### src/rtl/axi_arb_pkg.sv
// Shared types for the two-master AXI-lite style arbiter: FSM states,
// master index type and the default watchdog limit.
package axi_arb_pkg;

  localparam int TIMEOUT_DEFAULT = 1024;

  typedef enum logic [1:0] {
    ST_IDLE = 2'd0,
    ST_OWN0 = 2'd1,
    ST_OWN1 = 2'd2
  } arb_state_e;

  typedef logic mst_idx_t;

  localparam mst_idx_t MST0 = 1'b0;
  localparam mst_idx_t MST1 = 1'b1;

endpackage

### src/rtl/axi_arb_wdog.sv
// Ownership watchdog: counts cycles the owner waits for an ask, saturates
// at TIMEOUT and raises a sticky error flag that only reset clears.
module axi_arb_wdog
  import axi_arb_pkg::*;
#(
  parameter int TIMEOUT = TIMEOUT_DEFAULT
) (
  input  logic clk,
  input  logic rst,
  input  logic inc,
  input  logic clr,
  output logic timeout_err
);

  localparam int CW = $clog2(TIMEOUT) + 1;
  localparam logic [CW-1:0] LIMIT = CW'(TIMEOUT);

  logic [CW-1:0] cnt;
  logic [CW-1:0] cnt_nxt;

  // Next count: clear wins, otherwise count up and stop at the limit.
  always_comb begin
    cnt_nxt = cnt;
    if (clr) begin
      cnt_nxt = '0;
    end else if (inc && (cnt != LIMIT)) begin
      cnt_nxt = cnt + CW'(1);
    end
  end

  // Count register and sticky flag, set in the same edge the limit is hit.
  always_ff @(posedge clk or posedge rst) begin
    if (rst) begin
      cnt         <= '0;
      timeout_err <= 1'b0;
    end else begin
      cnt         <= cnt_nxt;
      timeout_err <= timeout_err | (cnt_nxt == LIMIT);
    end
  end

endmodule

### src/rtl/axi_arbiter.sv
// Two-master round-robin arbiter (m0 icache refill, m1 dcache) onto a
// single downstream read/write port.
//
// Handshake: a master raises rreq/wreq with address/data stable and holds
// them until it sees the matching single-cycle rask/wask; the ask is the
// acceptance of that beat. Only the owner sees asks and read data. lock
// keeps ownership across beats of a burst, including cycles with no req.
module axi_arbiter
  import axi_arb_pkg::*;
#(
  parameter int TIMEOUT = TIMEOUT_DEFAULT,
  parameter int AW      = 64
) (
  input  logic            clk,
  input  logic            rst,
  // master 0 (icache refill)
  input  logic            m0_rreq,
  input  logic [AW-1:0]   m0_raddr,
  output logic            m0_rask,
  output logic [AW-1:0]   m0_rdata,
  input  logic            m0_wreq,
  input  logic [AW-1:0]   m0_waddr,
  input  logic [AW-1:0]   m0_wdata,
  input  logic [AW/8-1:0] m0_wmask,
  output logic            m0_wask,
  input  logic            m0_lock,
  // master 1 (dcache)
  input  logic            m1_rreq,
  input  logic [AW-1:0]   m1_raddr,
  output logic            m1_rask,
  output logic [AW-1:0]   m1_rdata,
  input  logic            m1_wreq,
  input  logic [AW-1:0]   m1_waddr,
  input  logic [AW-1:0]   m1_wdata,
  input  logic [AW/8-1:0] m1_wmask,
  output logic            m1_wask,
  input  logic            m1_lock,
  // downstream
  output logic            AXI_RREQ,
  output logic [AW-1:0]   AXI_RADDR,
  input  logic            AXI_RASK,
  input  logic [AW-1:0]   AXI_RDATA,
  output logic            AXI_WREQ,
  output logic [AW-1:0]   AXI_WADDR,
  output logic [AW-1:0]   AXI_WDATA,
  output logic [AW/8-1:0] AXI_WMASK,
  input  logic            AXI_WASK,
  // status
  output logic [1:0]      grant,
  output logic            timeout_err,
  output logic [1:0]      dbg_state
);

  arb_state_e state;
  mst_idx_t   rr_last;

  logic            req0;
  logic            req1;
  logic            pick1;
  logic            ask_any;
  logic            own_rreq;
  logic [AW-1:0]   own_raddr;
  logic            own_wreq;
  logic [AW-1:0]   own_waddr;
  logic [AW-1:0]   own_wdata;
  logic [AW/8-1:0] own_wmask;
  logic            own_lock;
  logic            own_req;
  logic            wd_inc;
  logic            wd_clr;

  assign req0    = m0_rreq | m0_wreq;
  assign req1    = m1_rreq | m1_wreq;
  assign ask_any = AXI_RASK | AXI_WASK;
  // m1 wins only when alone or when m0 was the previous owner.
  assign pick1   = req1 & (~req0 | (rr_last == MST0));

  // Select the owner's request bundle; all zero while idle.
  always_comb begin
    own_rreq  = 1'b0;
    own_raddr = '0;
    own_wreq  = 1'b0;
    own_waddr = '0;
    own_wdata = '0;
    own_wmask = '0;
    own_lock  = 1'b0;
    if (grant[0]) begin
      own_rreq  = m0_rreq;
      own_raddr = m0_raddr;
      own_wreq  = m0_wreq;
      own_waddr = m0_waddr;
      own_wdata = m0_wdata;
      own_wmask = m0_wmask;
      own_lock  = m0_lock;
    end else if (grant[1]) begin
      own_rreq  = m1_rreq;
      own_raddr = m1_raddr;
      own_wreq  = m1_wreq;
      own_waddr = m1_waddr;
      own_wdata = m1_wdata;
      own_wmask = m1_wmask;
      own_lock  = m1_lock;
    end
  end

  assign own_req   = own_rreq | own_wreq;

  assign AXI_RREQ  = own_rreq;
  assign AXI_RADDR = own_raddr;
  assign AXI_WREQ  = own_wreq;
  assign AXI_WADDR = own_waddr;
  assign AXI_WDATA = own_wdata;
  assign AXI_WMASK = own_wmask;

  assign m0_rask   = grant[0] & AXI_RASK;
  assign m0_wask   = grant[0] & AXI_WASK;
  assign m0_rdata  = grant[0] ? AXI_RDATA : '0;
  assign m1_rask   = grant[1] & AXI_RASK;
  assign m1_wask   = grant[1] & AXI_WASK;
  assign m1_rdata  = grant[1] ? AXI_RDATA : '0;

  assign dbg_state = state;

  // Ownership FSM: arbitrate from IDLE, release on unlocked ask or dropped req.
  always_ff @(posedge clk or posedge rst) begin
    if (rst) begin
      state   <= ST_IDLE;
      grant   <= 2'b00;
      rr_last <= MST1;
    end else begin
      case (state)
        ST_IDLE: begin
          if (pick1) begin
            state   <= ST_OWN1;
            grant   <= 2'b10;
            rr_last <= MST1;
          end else if (req0) begin
            state   <= ST_OWN0;
            grant   <= 2'b01;
            rr_last <= MST0;
          end
        end
        ST_OWN0, ST_OWN1: begin
          if (!own_lock && (ask_any || !own_req)) begin
            state <= ST_IDLE;
            grant <= 2'b00;
          end
        end
        default: begin
          state <= ST_IDLE;
          grant <= 2'b00;
        end
      endcase
    end
  end

  assign wd_inc = (state != ST_IDLE) & own_req & ~ask_any;
  assign wd_clr = (state == ST_IDLE) | ask_any;

  axi_arb_wdog #(
    .TIMEOUT(TIMEOUT)
  ) u_wdog (
    .clk        (clk),
    .rst        (rst),
    .inc        (wd_inc),
    .clr        (wd_clr),
    .timeout_err(timeout_err)
  );

endmodule
### config.mk
export PLATFORM = sky130hd
export DESIGN_NAME = axi_arbiter
export DESIGN_NICKNAME = d
export VERILOG_FILES = /design/src/rtl/axi_arb_pkg.sv /design/src/rtl/axi_arb_wdog.sv /design/src/rtl/axi_arbiter.sv
export SDC_FILE = /design/constraint.sdc
export NUM_CORES = 1
export LEC_CHECK = 0
export BUFFER_PORTS_ARGS = -buffer_cell sky130_fd_sc_hd__buf_4
export CAP_MARGIN = 10
export CORE_AREA = 2 2 313 315
export CTS_BUF_LIST = sky130_fd_sc_hd__clkbuf_4
export CTS_CLUSTER_DIAMETER = 200
export DETAILED_ROUTE_END_ITERATION = 12
export DIE_AREA = 0 0 315 317
export PLACE_DENSITY = 0.3
export SYNTH_ARGS = -nofsm -noshare
export SYNTH_HDL_FRONTEND = slang
export SYNTH_SLANG_ARGS = --single-unit
export TNS_END_PERCENT = 10
### constraint.sdc
create_clock -name clk -period 3.7 [get_ports clk]
set_input_delay 0.185 -clock clk [delete_from_list [all_inputs] [get_ports clk]]
set_output_delay 0.185 -clock clk [all_outputs]
set_load 0.02 [all_outputs]
# Word-level counts from Yosys, hierarchy flattened
# Cells that the tools add are included.
[totals]
output_inout_bits = 339
elab_cells = 63
inputBits = 474
ff_bits = 15
[op_classes]
bitwise_logic = 17
n_reduce_logical = 11
n_eq_ne = 6
n_addsub = 1
muxes = 24
[op_table]
columns = ["op", "n"]
rows = [
  ["2-to-1 mux 64 bit", 8],
  ["2-to-1 mux 11 bit", 2],
  ["2-to-1 mux 8 bit", 2],
  ["adder 11 x 1 -> 11 bit (second input constant)", 1],
  ["equality test 11 bit (second input constant)", 1],
  ["inequality test 11 bit (second input constant)", 1],
  ["2-to-1 mux 1 bit", 8],
  ["AND 1 bit", 7],
  ["bitwise OR 1 bit", 7],
  ["2-to-1 mux 2 bit", 3],
  ["one-hot mux 2 bit (2 select lines)", 1],
  ["AND reduction 2 bit", 2],
  ["nonzero test 2 bit", 2],
  ["inequality test 3 bit (second input constant)", 1],
  ["inverter 1 bit", 3],
  ["equality test 2 x 1 -> 1 bit (second input constant)", 1],
  ["equality test 2 bit (second input constant)", 1],
  ["logical AND 1 bit", 2],
  ["zero test 1 bit", 2],
  ["zero test 2 bit", 1],
  ["inequality test 2 bit (second input constant)", 1],
  ["OR reduction 2 bit", 1],
  ["logical OR 1 bit", 1],
]

# Longest topological paths before layout
# Gate-level depths: netlist of run 1.
[depth]
ltp_word = 10
depth_mapped = 10
ltp_nobuf = 8

# Modules after synthesis
# From an unflattened synthesis of run 1, not the netlist that was laid out.
[hier_totals]
cells_unflattened = 504
area_unflattened_um2 = 3847.4
[by_module_without_submodules]
columns = ["module", "seq_area_each_um2", "n_inst", "area_each_um2", "cells_per_inst"]
rows = [
  ["axi_arbiter", 76.3, 1, 3111.7, 426],
  ["axi_arb_wdog", 300.3, 1, 735.7, 78],
]

# Least setup slack after synthesis of run 1
# Ideal clock, no wire load.
[synth_path]
path_type = "register -> register"
start = "register state[0], in the netlist dbg_state[0]"
end = "register u_wdog.timeout_err"
path_buffers = 2
t_required_ns = 3.634
path_stages_with_launch = 11
path_slack_ns = 0.920
setup_ns = 0.066
synth_period_minus_slack_ns = 2.780
t_arrival_ns = 2.714
path_cell_list = "dfrtp_1 clkbuf_1 clkbuf_1 inv_1 ha_1 nor3_1 and3_1 nand3_1 xnor2_1 a2111oi_2 a41o_1"
[synth_via]
elab_chain_cells = 9
word_cells_on_any_way = 13
cone_classes = "1 x eq/ne; 4 x mux; 5 x bitwise; 3 x reduce/logical"
[synth_lines]
columns = ["item", "line", "text"]
rows = [
  ["start: declaration", "axi_arbiter.sv:54", "arb_state_e state;"],
  ["start signal: assignment", "axi_arbiter.sv:127", "state <= ST_IDLE;"],
  ["start signal: assignment", "axi_arbiter.sv:134", "state <= ST_OWN1;"],
  ["start signal: assignment", "axi_arbiter.sv:138", "state <= ST_OWN0;"],
  ["2-to-1 mux 1 bit", "--", ""],
  ["bitwise OR 1 bit", "--", ""],
  ["AND 1 bit (2 in a row)", "axi_arbiter.sv:157", "assign wd_inc = (state != ST_IDLE) & own_req & ~ask_any;"],
  ["logical AND 1 bit", "axi_arb_wdog.sv:26", "end else if (inc && (cnt != LIMIT)) begin"],
  ["2-to-1 mux 11 bit", "axi_arb_wdog.sv:26", ""],
  ["2-to-1 mux 11 bit (*)", "axi_arb_wdog.sv:24", "if (clr) begin"],
  ["equality test 11 bit (*)", "axi_arb_wdog.sv:38", "timeout_err <= timeout_err | (cnt_nxt == LIMIT);"],
  ["bitwise OR 1 bit (*)", "axi_arb_wdog.sv:38", ""],
  ["end signal: assignment", "axi_arb_wdog.sv:38", ""],
  ["end: declaration", "axi_arb_wdog.sv:12", "output logic timeout_err"],
]
# Mark *: on every way between the ends. The rest lies on a longest branch, timed or not.
# A chain may end at the register's enable or synchronous reset.

==> metrics.md, run 1 <==
| Metric | Value |
|---|---|
| Peak fanout along the critical path | 105 |
| Syn avg cell area | roughly 7.5 µm² |
| Synth Register Bits | 15 |
| Most frequent cell after synthesis | a22o_1 |
| Unique masters post-synth | 39 |
| Synthesized instance count | between 500 and 600 |
| Die Ht | about 320 µm |
| Unrepaired setup endpoints after global routing | false |
| Pwr/cell area | around 600 nW/µm² |
| GRT met2 Usage | roughly a fifth |
| Failing checks | hold timing |
| Largest net degree at the start of global routing | ~110 |
| P_leak | between 5 and 6 nW |
| Status | complete, but fails checks |
| CP max stage delay | between 700 and 800 ps |
| Cell mode on critical path | buf_4 |
| First-pass GRT wire length | about 76000 µm |
| Post-cts sizing count | 0 |
| Setup CP Type | register to output port |
| Die area | about 100000 µm² |
| Setup TNS | 0 ps |
| VDD IR max | about 230 µV |
| Met3 Resource Use GR | under 10% |
| Max Cap Viol | 0 |
| DR WL/cell | 24.32 µm |
| R2R depth | 8 |
| Final Hold Vio Count | 9 |
| Grt total ovfl | 0 |
| Max clock buf depth | 2 |
| Final Slew Violations | 0 |
| CP max stage cell | buf_4 |
| Remaining DRCs | 0 |
| CTS buffer count | 3 |
| Starting density of the core | just under 4% |
| Post-Syn Area | around 3800 µm² |
| Placed cells | between 2000 and 3000 |
| Commonest cells post-synth | 201 x a22o_1, 135 x and2_1, 62 x clkbuf_1 |
| Worst hold slack | -4.579 ps |
| I/O pins | 813 |
| Routed WL | approximately 62000 µm |
| Cells along the critical path | buf_12 > buf_4 > a22o_1 > buf_4 |
| Worst Path Arrival | 2590 ps |
| Vias | 7865 |
| Number of flops mapped to enable cells by yosys | 0 |
| Vias/cell | 3.086 |
| CTS tree | built |
| Die width | roughly 320 µm |
| Relative slew slack | roughly 34% |
| Post-synthesis sequential area ratio | between 9 and 10% |
| Iteration-0 DRC Markers | ~330 |
| H-tree levels | 1 |
| Cell taking the most area after synthesis | a22o_1 |
| Main flop type after synthesis | dfrtp_1 |
| Root Buffer | clkbuf_4 |
| Core outline area | between 90000 and 100000 µm² |
| Period Utilization, post-route | 75.10% |
| Hold Crit Class | input port to asynchronous set/reset pin |
| CP Capture Type | output port |
| Clock transition at path regs | around 100 ps |
| Worst Setup Start Kind | register |
| Layout Cells excl Fill | ~2500 |
| Cts hold-fix bufs | 0 |
| Postcts setup bufs | 0 |
| Fmax | 359.9 MHz |
| Worst EP required | between 3000 and 4000 ps |
| Fraction of registers with async set/reset | 100.0% |
| Top-area cell type share of the netlist area | roughly 46% |
| DPL Wire Length | about 56000 µm |
| Setup violators final | 0 |
| Syn_nets | ~1000 |
| Setup Skew | 2.321 ps |
| TritonCTS Sinks | 15 |
| Area delta synth->final | 198.3% |
| Worst-Margin Slew | 985.8 ps |
| Yosys warnings | 0 |
| Synth top area cells | a22o_1 46%, and2_1 22%, dfrtp_1 9.1% |
| GRT Overall Usage | around 11% |
| Worst-skew pair later-pin latency | 290 ps |
| GP Congestion | about 1 |
| Post-DRT Antenna Nets | 0 |
| Fin crit period | 2779 ps |
| Share of layout cells above drive strength 1 | about two thirds |
| Port bufs | around 800 |
| GR peak layer | met2 |
| Core Rows | between 100 and 150 |
| Initial antenna violation count | 29 |
| Final #Nets | approximately 1700 |
| Vias in the first global route | between 7000 and 8000 |
| GRT met1 Usage | about 14% |
| Drt pass-1 iters | 5 |
[layer usage]
layer,vias to the layer above,wire length (µm)
li1,3464,-
met4,10,518
met2,540,29370
met3,48,7263
met5,-,69
met1,3803,24780
[sequential cells by signal, summed over array words and instances (netlist names)]
name and flops:
dbg_state 2, rr_last 1, u_wdog.cnt 11, u_wdog.timeout_err 1
[worst max-delay path: cells and delay by family, from the launching register on]
| kind | cells | cell delay (ps) |
|---|---|---|
| flops | 1 | 440 |
| buf+inv | 3 | 1320 |
| compound gates | 1 | 390 |
[area by class of cell]
type	instances	area (µm²)
diodes	5	12.51
multi-input cells	421	3177
well taps	1276	1597
clock buffers	4	30.03
flip-flops and latches	15	381.6
inverters	7	26.28
repair buffers	821	6201
fillers	11210	84860
[worst paths after layout]
path	startpoint	to	slack (ps)
worst min register to register	u_wdog.timeout_err$_DFF_PP0_	u_wdog.timeout_err$_DFF_PP0_	500
min in group clk	m0_wreq	dbg_state[1]$_DFFE_PP0P_	210
worst max-delay path	dbg_state[0]$_DFFE_PP0P_	AXI_WDATA[38]	920
worst min-delay path	rst	u_wdog.cnt[1]$_DFF_PP0_	-5
max in group asynchronous	rst	dbg_state[0]$_DFFE_PP0P_	3210
worst max register to register	dbg_state[0]$_DFFE_PP0P_	u_wdog.timeout_err$_DFF_PP0_	1220
[logic make-up (layout without fill, tap and decap cells)]
logic type | Yosys count | count (layout) | synth area share, %
buffers and inverters | 73 | 832 | 7.416
other | 0 | 5 | 0
AO/OA/AOI/OAI | 225 | 225 | 50.80
adder cells (fa/ha/maj) | 3 | 3 | 0.9802
XOR/XNOR | 8 | 8 | 1.829
multiplexers | 3 | 3 | 0.7841
flip-flops | 15 | 15 | 9.834
AND/OR/NAND/NOR | 182 | 182 | 28.36
[placed cells by master, fill, tap and decap left out, types with 2 or more instances in the layout]
cell type,n
a21oi_1,5
a22o_1,201
and2_1,135
and3_1,3
buf_12,3
buf_4,818
clkbuf_4,4
dfrtp_1,12
diode_2,5
ha_1,3
inv_1,6
mux2i_1,3
nand2_1,4
nand3_1,10
nand4_1,4
nor2_1,15
nor3_1,2
nor4b_1,2
o21ai_0,5
o21ai_1,2
o31a_1,2
or3_1,2
xnor2_1,4
xor2_1,4
[per-stage QoR]
step | total power [mW] | cell area [µm²] | utilization, % | setup WS, ps
final | 6.881 | 11420 | 11.87 | 921.5
after global routing | 7.334 | 11420 | 11.86 | 769.8
after CTS | 7.021 | 11410 | 11.85 | 916.2
after detailed placement | 6.878 | 11380 | 11.82 | 1209
after global placement | 6.903 | 11380 | 11.82 | 1179
after floorplan | 3.515 | 3830 | - | 919.6
[where the power goes]
| group | internal (mW) | switching, mW | leakage [nW] |
|---|---|---|---|
| Sequential | 0.188 | 0.0141 | 0.201 |
| Combinational | 2.66 | 3.92 | 5.43 |
| Clock | 0.0492 | 0.0576 | 0.0184 |
No activity file was read; power rests on OpenSTA's default activity.
==> inputs of run 2 (changes only) <==
==> constraint.sdc (replaced) <==
create_clock -name clk -period 2.73 [get_ports clk]
set_input_delay 0.1365 -clock clk [delete_from_list [all_inputs] [get_ports clk]]
set_output_delay 0.1365 -clock clk [all_outputs]
set_load 0.02 [all_outputs]
==> metrics.md, run 2 (same netlist as run 1, synthesis figures left out) <==
| Metric | Value |
|---|---|
| H-tree levels | 1 (unchanged) |
| Internal Dissipation | 3.982 mW (was 2.893 mW) |
| Vias/cell | 3.027 (was 3.086) |
| Unrepaired setup endpoints after global routing | false (unchanged) |
| Area delta synth->final | 199.9% (was 198.3%) |
| GP Congestion | 0.9136 (was 0.9822) |
| Flop2flop setup slack | 420 ps (was 1220 ps) |
| Remaining DRCs | 0 (unchanged) |
| Starting density of the core | 3.978% (unchanged) |
| GRT Overall Usage | 11.49% (was 11.36%) |
| Peak fanout along the critical path | 63 (was 105) |
| Pwr/cell area | 820.1 nW/µm² (was 602.3 nW/µm²) |
| Iteration-0 DRC Markers | 359 (was 329) |
| Setup TNS | 0 ps (unchanged) |
| Worst hold slack | 167.4 ps (was -4.579 ps) |
| CP Capture Type | output port (unchanged) |
| DR WL/cell | 24.49 µm (was 24.32 µm) |
| Sw Ratio | 57.74% (was 57.96%) |
| Die area | 99860 µm² (unchanged) |
| Die width | 315 µm (unchanged) |
| CTS tree | built (unchanged) |
| Drt pass-1 iters | 5 (unchanged) |
| Hold EP | dbg_state[1]$_DFFE_PP0P_ |
| Hold Crit Class | input port to register (was input port to asynchronous set/reset pin) |
| Vias | 7723 (was 7865) |
| Period Utilization, post-route | 90.25% |
| I/O pins | 813 (unchanged) |
| Number of flip-flops in the largest register | 11 (unchanged) |
| Gate power share | 95.4% (was 95.5%) |
| TritonCTS Sinks | 15 (unchanged) |
| Final #Nets | 1751 (was 1746) |
| WL met1 | 22780 µm (was 24780 µm) |
| Worst-skew pair later-pin latency | 290 ps (about the same) |
| Postcts setup bufs | 0 (unchanged) |
| Worst Path Arrival | 2330 ps (was 2590 ps) |
| Fmax | roughly 400 MHz |
| Core Rows | 114 (unchanged) |
| HP Start | m0_wreq |
| Max clock buf depth | 2 (unchanged) |
| Seq pwr share | 3.0% (was 2.9%) |
| Net switching power | 5.440 mW (was 3.988 mW) |
| Initial antenna violation count | 37 (was 29) |
| Fillcell total | 11220 (was 11210) |
| P_leak | 5.676 nW (was 5.645 nW) |
| Setup CP Type | register to output port (unchanged) |
| Metal2 WL | 30590 µm (was 29370 µm) |
| Port bufs | 812 (unchanged) |
| VDD IR max | 370.8 µV (was 232.2 µV) |
| Worst slack, placed | 456.5 ps (was 1209 ps) |
| Worst Setup Start Kind | register (unchanged) |
| DPL Wire Length | 56990 µm (was 55720 µm) |
| Critical Path Source | dbg_state[0]$_DFFE_PP0P_ (unchanged) |
| R2R depth | 8 (unchanged) |
| Worst EP required | 2590 ps (was 3510 ps) |
| Final Hold Vio Count | 0 (was 9) |
| Core outline area | 96280 µm² (unchanged) |
| Most frequent cells in the layout | 820 x buf_4, 201 x a22o_1, 135 x and2_1, 15 x nor2_1, 12 x dfrtp_1 (was 818 x buf_4, 201 x a22o_1, 135 x and2_1, 15 x nor2_1, 12 x dfrtp_1) |
| Final Slew Violations | 0 (unchanged) |
| CTS buffer count | 3 (unchanged) |
| Fin crit period | ~2500 ps |
| Vias in the first global route | 7765 (was 7809) |
| Final WS setup | 266.1 ps (was 921.5 ps) |
| Register area | 381.6 µm² (unchanged) |
| Most common library cell in the layout ignoring fill and taps | buf_4 (unchanged) |
| Top layer in use | met5 (unchanged) |
| WHS Path Cells | 3 |
| Worst-Margin Slew | 780.7 ps (was 985.8 ps) |
| Max Cap Viol | 0 (unchanged) |
| Total Power | 9.421 mW (was 6.881 mW) |
| Setup Skew | 5.172 ps (was 2.321 ps) |
| Largest Register | u_wdog.cnt (unchanged) |
| Die Ht | 317 µm (unchanged) |
| Largest net degree at the start of global routing | 117 (was 106) |
| Area of the multi-input gates | 3182 µm² (was 3177 µm²) |
| Grt total ovfl | 0 (unchanged) |
| R2r endpoint | u_wdog.timeout_err$_DFF_PP0_ (unchanged) |
| Post-cts sizing count | 0 (unchanged) |
| Worst reg2reg path startpoint | dbg_state[0]$_DFFE_PP0P_ (unchanged) |
| Post-DRT Antenna Nets | 0 (unchanged) |
| Routed WL | 62470 µm (was 62000 µm) |
| Wire length on met3 | 8484 µm (was 7263 µm) |
| Setup violators final | 0 (unchanged) |
| Status | complete, no violations (was complete, but fails checks) |
| First-pass GRT wire length | 76400 µm (was 75990 µm) |
| Part of the power in the clock network | 1.5% (was 1.6%) |
| Clock transition at path regs | 100 ps (about the same) |
| Root Buffer | clkbuf_4 (unchanged) |
| Share of layout cells above drive strength 1 | 65.91% (was 65.77%) |
| Relative slew slack | 47.95% (was 34.28%) |
## run 2: changes by cell type in the layout (fill, tap and decap cells not counted), sizes merged
cell	change
buf	+4
diode	-3
dlygate4sd3	+1
## run 2: how the worst max path moves through the flow
stage / end / slack [ps] / depth (start not counted)
after CTS: AXI_WADDR[60] / 290 / 4
after floorplan: u_wdog.timeout_err$_DFF_PP0_ / 60 / 10
after global placement: u_wdog.timeout_err$_DFF_PP0_ / 370 / 8
after detailed placement: u_wdog.timeout_err$_DFF_PP0_ / 460 / 8
final: AXI_WADDR[60] / 270 / 4
after global routing: AXI_WADDR[60] / 200 / 4
## run 2: critical path, cell delays in order (launching register included)
cell	delay, ps
dfrtp_4	490
buf_4	260
buf_4	610
a22o_1	390
buf_4	190
## run 2: layout make-up
type / instances / share of cell area [%]
Tap cell: 1276 / 13.90
Antenna cell: 2 / 0.04357
Sequential cell: 15 / 3.322
Clock buffer: 4 / 0.2614
Timing Repair Buffer: 826 / 54.55
Multi-Input combinational cell: 421 / 27.70
Inverter: 7 / 0.2287
## run 2: timing repair
action / in CTS / in global routing
hold endpoints to repair: 14 / 0
hold buffers: 1 / 0
setup endpoints to repair: 0 / 0
## run 2: stage by stage
step	utilization [%]	area, µm²	std cells
after global placement	11.88	11440	2544
after CTS	11.93	11480	2549
after detailed placement	11.88	11440	2544
after global routing	11.93	11480	2549
after floorplan	-	3836	509
final	11.93	11490	2551
## run 2: power by group through the flow
stage | registers, mW | logic (mW) | clock network [mW]
2_1_floorplan | 0.298 | 4.47 | 0
3_3_place_gp | 0.288 | 9.17 | 0
3_5_place_dp | 0.289 | 9.13 | 0
4_1_cts | 0.284 | 9.18 | 0.152
5_1_grt | 0.291 | 9.57 | 0.162
6_report | 0.283 | 8.99 | 0.146
## run 2: per-layer routing
| metal | up-vias | GRT usage (%) |
|---|---|---|
| met4 | 26 | 0.5303 |
| met1 | 3622 | 12.71 |
| met2 | 538 | 20.30 |
| li1 | 3469 | - |
| met5 | - | 0 |
| met3 | 68 | 6.137 |
